===== src/rtl/bbox_detect.sv =====
// bbox_detect: per-frame bounding box of a 1-bit colour-threshold mask stream.
// Accumulates min/max column and line of qualified mask pixels over one frame
// and publishes the box once per frame, two clocks after the vsync rising edge.
// Optional build macro BBOX_SMOOTH_EN: averages each new valid box with the
// previous valid box instead of loading it directly.
module bbox_detect #(
    parameter int CNT_W      = 12,
    parameter int MIN_PIXELS = 64,
    parameter int PIX_W      = 21
) (
    input  logic             pixelclk,
    input  logic             reset_n,
    input  logic             i_mask,
    input  logic             i_hsync,
    input  logic             i_vsync,
    input  logic             i_de,
    output logic [CNT_W-1:0] hcount_l,
    output logic [CNT_W-1:0] hcount_r,
    output logic [CNT_W-1:0] vcount_l,
    output logic [CNT_W-1:0] vcount_r,
    output logic             o_valid,
    output logic             o_frame_done
);

    typedef enum logic [1:0] {
        ST_WAIT,
        ST_ACCUM,
        ST_LATCH
    } state_t;

    state_t state, state_nxt;

    logic             vs_d;
    logic             de_d;
    logic             vs_rise;
    logic             de_fall;
    logic [CNT_W-1:0] hcnt;
    logic [CNT_W-1:0] vcnt;
    logic [CNT_W-1:0] min_h, max_h, min_v, max_v;
    logic [PIX_W-1:0] pix_cnt;
    logic             acc_clr;
    logic             acc_en;
    logic             latch_en;
    logic             frame_ok;

    // hsync carries no information for this block; kept on the port for alignment
    logic unused_hsync;
    assign unused_hsync = i_hsync;

    assign vs_rise  = i_vsync & ~vs_d;
    assign de_fall  = de_d & ~i_de;
    assign frame_ok = (pix_cnt >= PIX_W'(MIN_PIXELS));

    // Edge-detect registers for vsync and data enable
    always_ff @(posedge pixelclk or negedge reset_n) begin
        if (!reset_n) begin
            vs_d <= 1'b0;
            de_d <= 1'b0;
        end else begin
            vs_d <= i_vsync;
            de_d <= i_de;
        end
    end

    // Column counter: holds the column of the current de-high cycle, 0 at line start
    always_ff @(posedge pixelclk or negedge reset_n) begin
        if (!reset_n) begin
            hcnt <= '0;
        end else if (i_de) begin
            if (hcnt != '1)
                hcnt <= hcnt + CNT_W'(1);
        end else begin
            hcnt <= '0;
        end
    end

    // Line counter: advances at each de falling edge, restarts at frame boundary
    always_ff @(posedge pixelclk or negedge reset_n) begin
        if (!reset_n) begin
            vcnt <= '0;
        end else if (vs_rise) begin
            vcnt <= '0;
        end else if (de_fall && vcnt != '1) begin
            vcnt <= vcnt + CNT_W'(1);
        end
    end

    // FSM state register
    always_ff @(posedge pixelclk or negedge reset_n) begin
        if (!reset_n)
            state <= ST_WAIT;
        else
            state <= state_nxt;
    end

    // FSM next-state logic
    always_comb begin
        state_nxt = state;
        unique case (state)
            ST_WAIT:  if (vs_rise) state_nxt = ST_ACCUM;
            ST_ACCUM: if (vs_rise) state_nxt = ST_LATCH;
            ST_LATCH: state_nxt = ST_ACCUM;
            default:  state_nxt = ST_WAIT;
        endcase
    end

    // FSM output decode
    always_comb begin
        acc_clr  = 1'b0;
        acc_en   = 1'b0;
        latch_en = 1'b0;
        unique case (state)
            ST_WAIT:  acc_clr = vs_rise;
            ST_ACCUM: acc_en  = i_de & i_mask;
            ST_LATCH: begin
                acc_clr  = 1'b1;
                latch_en = 1'b1;
            end
            default: ;
        endcase
    end

    // Box accumulators and saturating mask-pixel count
    always_ff @(posedge pixelclk or negedge reset_n) begin
        if (!reset_n) begin
            min_h   <= '1;
            max_h   <= '0;
            min_v   <= '1;
            max_v   <= '0;
            pix_cnt <= '0;
        end else if (acc_clr) begin
            min_h   <= '1;
            max_h   <= '0;
            min_v   <= '1;
            max_v   <= '0;
            pix_cnt <= '0;
        end else if (acc_en) begin
            if (hcnt < min_h) min_h <= hcnt;
            if (hcnt > max_h) max_h <= hcnt;
            if (vcnt < min_v) min_v <= vcnt;
            if (vcnt > max_v) max_v <= vcnt;
            if (pix_cnt != '1)
                pix_cnt <= pix_cnt + PIX_W'(1);
        end
    end

`ifdef BBOX_SMOOTH_EN
    function automatic logic [CNT_W-1:0] avg2(input logic [CNT_W-1:0] a,
                                               input logic [CNT_W-1:0] b);
        logic [CNT_W:0] s;
        s = {1'b0, a} + {1'b0, b};
        return s[CNT_W:1];
    endfunction
`endif

    // Output registers: update only in the latch cycle, held for the whole next frame
    always_ff @(posedge pixelclk or negedge reset_n) begin
        if (!reset_n) begin
            hcount_l     <= '0;
            hcount_r     <= '0;
            vcount_l     <= '0;
            vcount_r     <= '0;
            o_valid      <= 1'b0;
            o_frame_done <= 1'b0;
        end else begin
            o_frame_done <= latch_en;
            if (latch_en) begin
                if (frame_ok) begin
`ifdef BBOX_SMOOTH_EN
                    if (o_valid) begin
                        hcount_l <= avg2(hcount_l, min_h);
                        hcount_r <= avg2(hcount_r, max_h);
                        vcount_l <= avg2(vcount_l, min_v);
                        vcount_r <= avg2(vcount_r, max_v);
                    end else begin
                        hcount_l <= min_h;
                        hcount_r <= max_h;
                        vcount_l <= min_v;
                        vcount_r <= max_v;
                    end
`else
                    hcount_l <= min_h;
                    hcount_r <= max_h;
                    vcount_l <= min_v;
                    vcount_r <= max_v;
`endif
                    o_valid <= 1'b1;
                end else begin
                    hcount_l <= '0;
                    hcount_r <= '0;
                    vcount_l <= '0;
                    vcount_r <= '0;
                    o_valid  <= 1'b0;
                end
            end
        end
    end

endmodule


===== config.mk =====
export PLATFORM = sky130hd
export DESIGN_NAME = bbox_detect
export DESIGN_NICKNAME = d
export VERILOG_FILES = /design/src/rtl/bbox_detect.sv
export SDC_FILE = /design/constraint.sdc
export NUM_CORES = 1
export LEC_CHECK = 0
export BUFFER_PORTS_ARGS = -buffer_cell sky130_fd_sc_hd__buf_2
export CORE_MARGIN = 1
export CORE_UTILIZATION = 40
export CTS_BUF_LIST = sky130_fd_sc_hd__clkbuf_8
export CTS_CLUSTER_DIAMETER = 60
export DETAILED_ROUTE_END_ITERATION = 10
export PLACE_DENSITY = 0.58
export SLEW_MARGIN = 10
export SYNTH_ARGS = -nofsm -noshare
export SYNTH_HDL_FRONTEND = slang
export SYNTH_SLANG_ARGS = --single-unit

===== constraint.sdc =====
create_clock -name pixelclk -period 5.3 [get_ports pixelclk]
set_input_delay 0.795 -clock pixelclk [delete_from_list [all_inputs] [get_ports pixelclk]]
set_output_delay 0.795 -clock pixelclk [all_outputs]
set_load 0.01 [all_outputs]

==> reports/qor.csv <==
stage,metric,value,unit
outcome,status,completed,
global_route,grt_pass1_wl,28400,microns
clock_network,clock_latency,450,ps
die,initial_core_util,40.8,%
placed_design,postPlaceCellArea,0.00812,sq mm
critical_path,timing.rr.start,min_h[1]$_DFFE_PN1P_,
synthesis,synth-async-reset-ratio,100,%
pwr,pwr-share-comb,18.0,%
global_route,antenna_found_initial,0,
pwr,switching_power,859,uW
clock_network,post-cts-setup-buffers,0,
clock_network,cts_num_sinks,147,
placed_design,gp_congestion,0.817,
cells_and_area,area_delta_synth_final,12.5,%
timing,setup_viol,0,
die,pin_count,56,
timing,tightest_slew,1140,ps
critical_path,reg2reg_to,min_h[6]$_DFFE_PN1P_,
critical_path,cp.required,5630,ps
die,fp.dieH,140,microns
pwr,power_density,341,mW/mm^2
drt,postRouteAntennaNets,0,
drt,firstDrtPassIters,4,
clock_network,cts.htree.levels,4,
drt,via_per_inst,5.43,
pwr,netSwitchingFraction,29.3,%
critical_path,crit_arrival,3040,ps
synthesis,synth_area,0.00763,sq mm
pwr,ir_drop,0.204,mV
timing,finalSetupTns,0,ps
synthesis,synth_edf_count,0,
timing,post-route-min-period,2720,ps
cells_and_area,drive_gt1_share,16.6,%
placed_design,hpwl,11600,microns
synthesis,synth_cells,730,
cells_and_area,final_design_area_no_fill,0.00858,sq mm
die,die_w,140,microns
timing,max_clock_freq,368,MHz
pwr,intPower,2.07,mW
pwr,leakage,4.20,nW
timing,hold_viol_final,0,
placed_design,port_buffers,54,
timing,max_slew_margin,23.4,%
timing,skew,10.8,ps
synthesis,synthFlopType,dfrtp_1,
synthesis,synth_cell_types,56,
global_route,grtUsageTotal,18.2,%
die,die_area,0.0196,sq mm
synthesis,ys_ff_latch,147,
drt,wl_per_cell,16.4,microns
clock_network,clkTransAtPathRegs,80,ps
global_route,grt.overflow.total,0,
synthesis,ys_warn_count,0,
critical_path,r2r_slack,2580,ps
drt,vias,5525,
timing,rsz0062_at_grt,no,
clock_network,cts_hold_buf,0,
pwr,seq_power_share,48.1,%
clock_network,cts_tree,done,
flow_run,drv_cap,0,
critical_path,startpoint_type,flip-flop,
clock_network,cts_buffers,17,
drt,drt_wl_total,16700,microns
critical_path,crit_type,flip-flop to flip-flop,
timing,final-max-slew-violation-count,0,
cells_and_area,final_common_cell,dfrtp_1,
clock_network,post_cts_resized,0,
die,core_area,0.0187,sq mm
global_route,grt_max_degree,102,
pwr,clkPwrFrac,33.9,%
synthesis,synth_area_leader_cell,dfrtp_1,
clock_network,root_buffer,clkbuf_8,
timing,period_share,51.3,%
cells_and_area,final_nets,827,
synthesis,synth_top_area_share,40.3,%
global_route,grt_pass1_vias,5633,
min_path,hold_path.class,input port to asynchronous set/reset pin,
cells_and_area,final_core_util,45.9,%
cells_and_area,antenna_cells,0,
cells_and_area,n_fill_cell,1767,
synthesis,seq_area_frac_synth,48.6,%
cells_and_area,layout_common_cells,"dfrtp_1, inv_1, nor2_1, buf_2, ha_1",
critical_path,rr_worst_depth,6,
critical_path,critPathCaptureType,flip-flop,
clock_network,cts_buffer_depth,2,
critical_path,crit_fanout,13,
pwr,total_power,2.93,mW
drt,drc_errors,0,
synthesis,synth_fp_nets,786,
synthesis,syn_avg_cell_area,10.5,sq um
drt,drt_iter0_markers,334,
die,std_cell_rows,50,
synthesis,synth_top_cells_by_area,"dfrtp_1, dfstp_2, ha_1, a22o_1, mux2i_1",
-- power groups by stage --
stage / Sequential (mW) / Combinational, mW / Clock, mW
finish: 1.41 / 0.527 / 0.993
global route: 1.43 / 0.608 / 1.07
CTS: 1.41 / 0.540 / 1.02
detailed placement: 1.43 / 0.537 / 0
global placement: 1.43 / 0.516 / 0
floorplan: 1.39 / 0.415 / 0
-- how the worst max path moves through the flow --
stage                    startpoint               endpoint  slack [ps]
3_5_place_dp                   i_de  min_h[11]$_DFFE_PN1P_        2460
6_report       min_h[1]$_DFFE_PN1P_   min_h[6]$_DFFE_PN1P_        2580
3_3_place_gp                   i_de   min_h[6]$_DFFE_PN1P_        2540
2_1_floorplan  min_v[2]$_DFFE_PN1P_  min_v[10]$_DFFE_PN1P_        3200
5_1_grt        min_h[1]$_DFFE_PN1P_   min_h[6]$_DFFE_PN1P_        2420
4_1_cts        min_h[1]$_DFFE_PN1P_  min_h[11]$_DFFE_PN1P_        2600
-- layout make-up --
type / instances / area (sq um) / share of cell area [%]
Sequential cell: 147 / 3710 / 43.2
Timing Repair Buffer: 59 / 314 / 3.66
Clock buffer: 21 / 289 / 3.37
Inverter: 77 / 289 / 3.37
Clock inverter: 11 / 174 / 2.03
Tap cell: 234 / 293 / 3.41
Multi-Input combinational cell: 469 / 3520 / 41.0
-- layer usage --
metal	share of wire, %	up-vias	global-route usage [%]
met4	0.78	0	5.15
met3	3.2	10	4.21
li1	-	2676	-
met5	0	-	0
met1	46	2749	23.5
met2	50	90	30.7
-- synthesized netlist by cell type (all sizes together), types with 3 or more instances --
cell	number
dfrtp	123
inv	77
nor2	65
ha	50
a22o	48
nand2	46
mux2i	39
o211ai	29
clkbuf	28
dfstp	24
nand4	24
xnor2	24
a21oi	23
nand3	15
nor3	14
o21ai	13
buf	9
nor4	9
and2	6
and4	6
and3	5
nor2b	5
xor2	5
a31oi	4
a211oi	3
o21a	3
-- state kept, by name, indices dropped and copies added (netlist names) --
name          flops
de_d              1
hcnt             12
hcount_l         12
hcount_r         12
max_h            12
max_v            12
min_h            12
min_v            12
o_frame_done      1
o_valid           1
pix_cnt          21
state             2
vcnt             12
vcount_l         12
vcount_r         12
vs_d              1
-- logic make-up after synthesis --
group / after synthesis / synth area share [%]
xor+xnor: 29 / 3.33
compound gates: 141 / 14.4
fa+ha+maj: 50 / 8.20
mux: 39 / 5.12
simple gates: 210 / 14.5
buf+inv: 114 / 5.85
flops: 147 / 48.6
-- critical path: stages (launching register included) --
cell	delay, ps
dfstp_2	540
inv_1	60
ha_1	260
a2111o_1	370
a21oi_1	750
o21a_1	470
o211ai_1	150
-- per-stage QoR --
stage | hold WS (ps) | std cells | worst slack, ps
5_1_grt | 416 | 1018 | 2420
2_1_floorplan | 482 | 730 | 3200
3_3_place_gp | 457 | 986 | 2540
4_1_cts | 428 | 1018 | 2600
6_report | 457 | 1018 | 2580
3_5_place_dp | 465 | 986 | 2460
No activity file was read; power rests on OpenSTA's default activity.
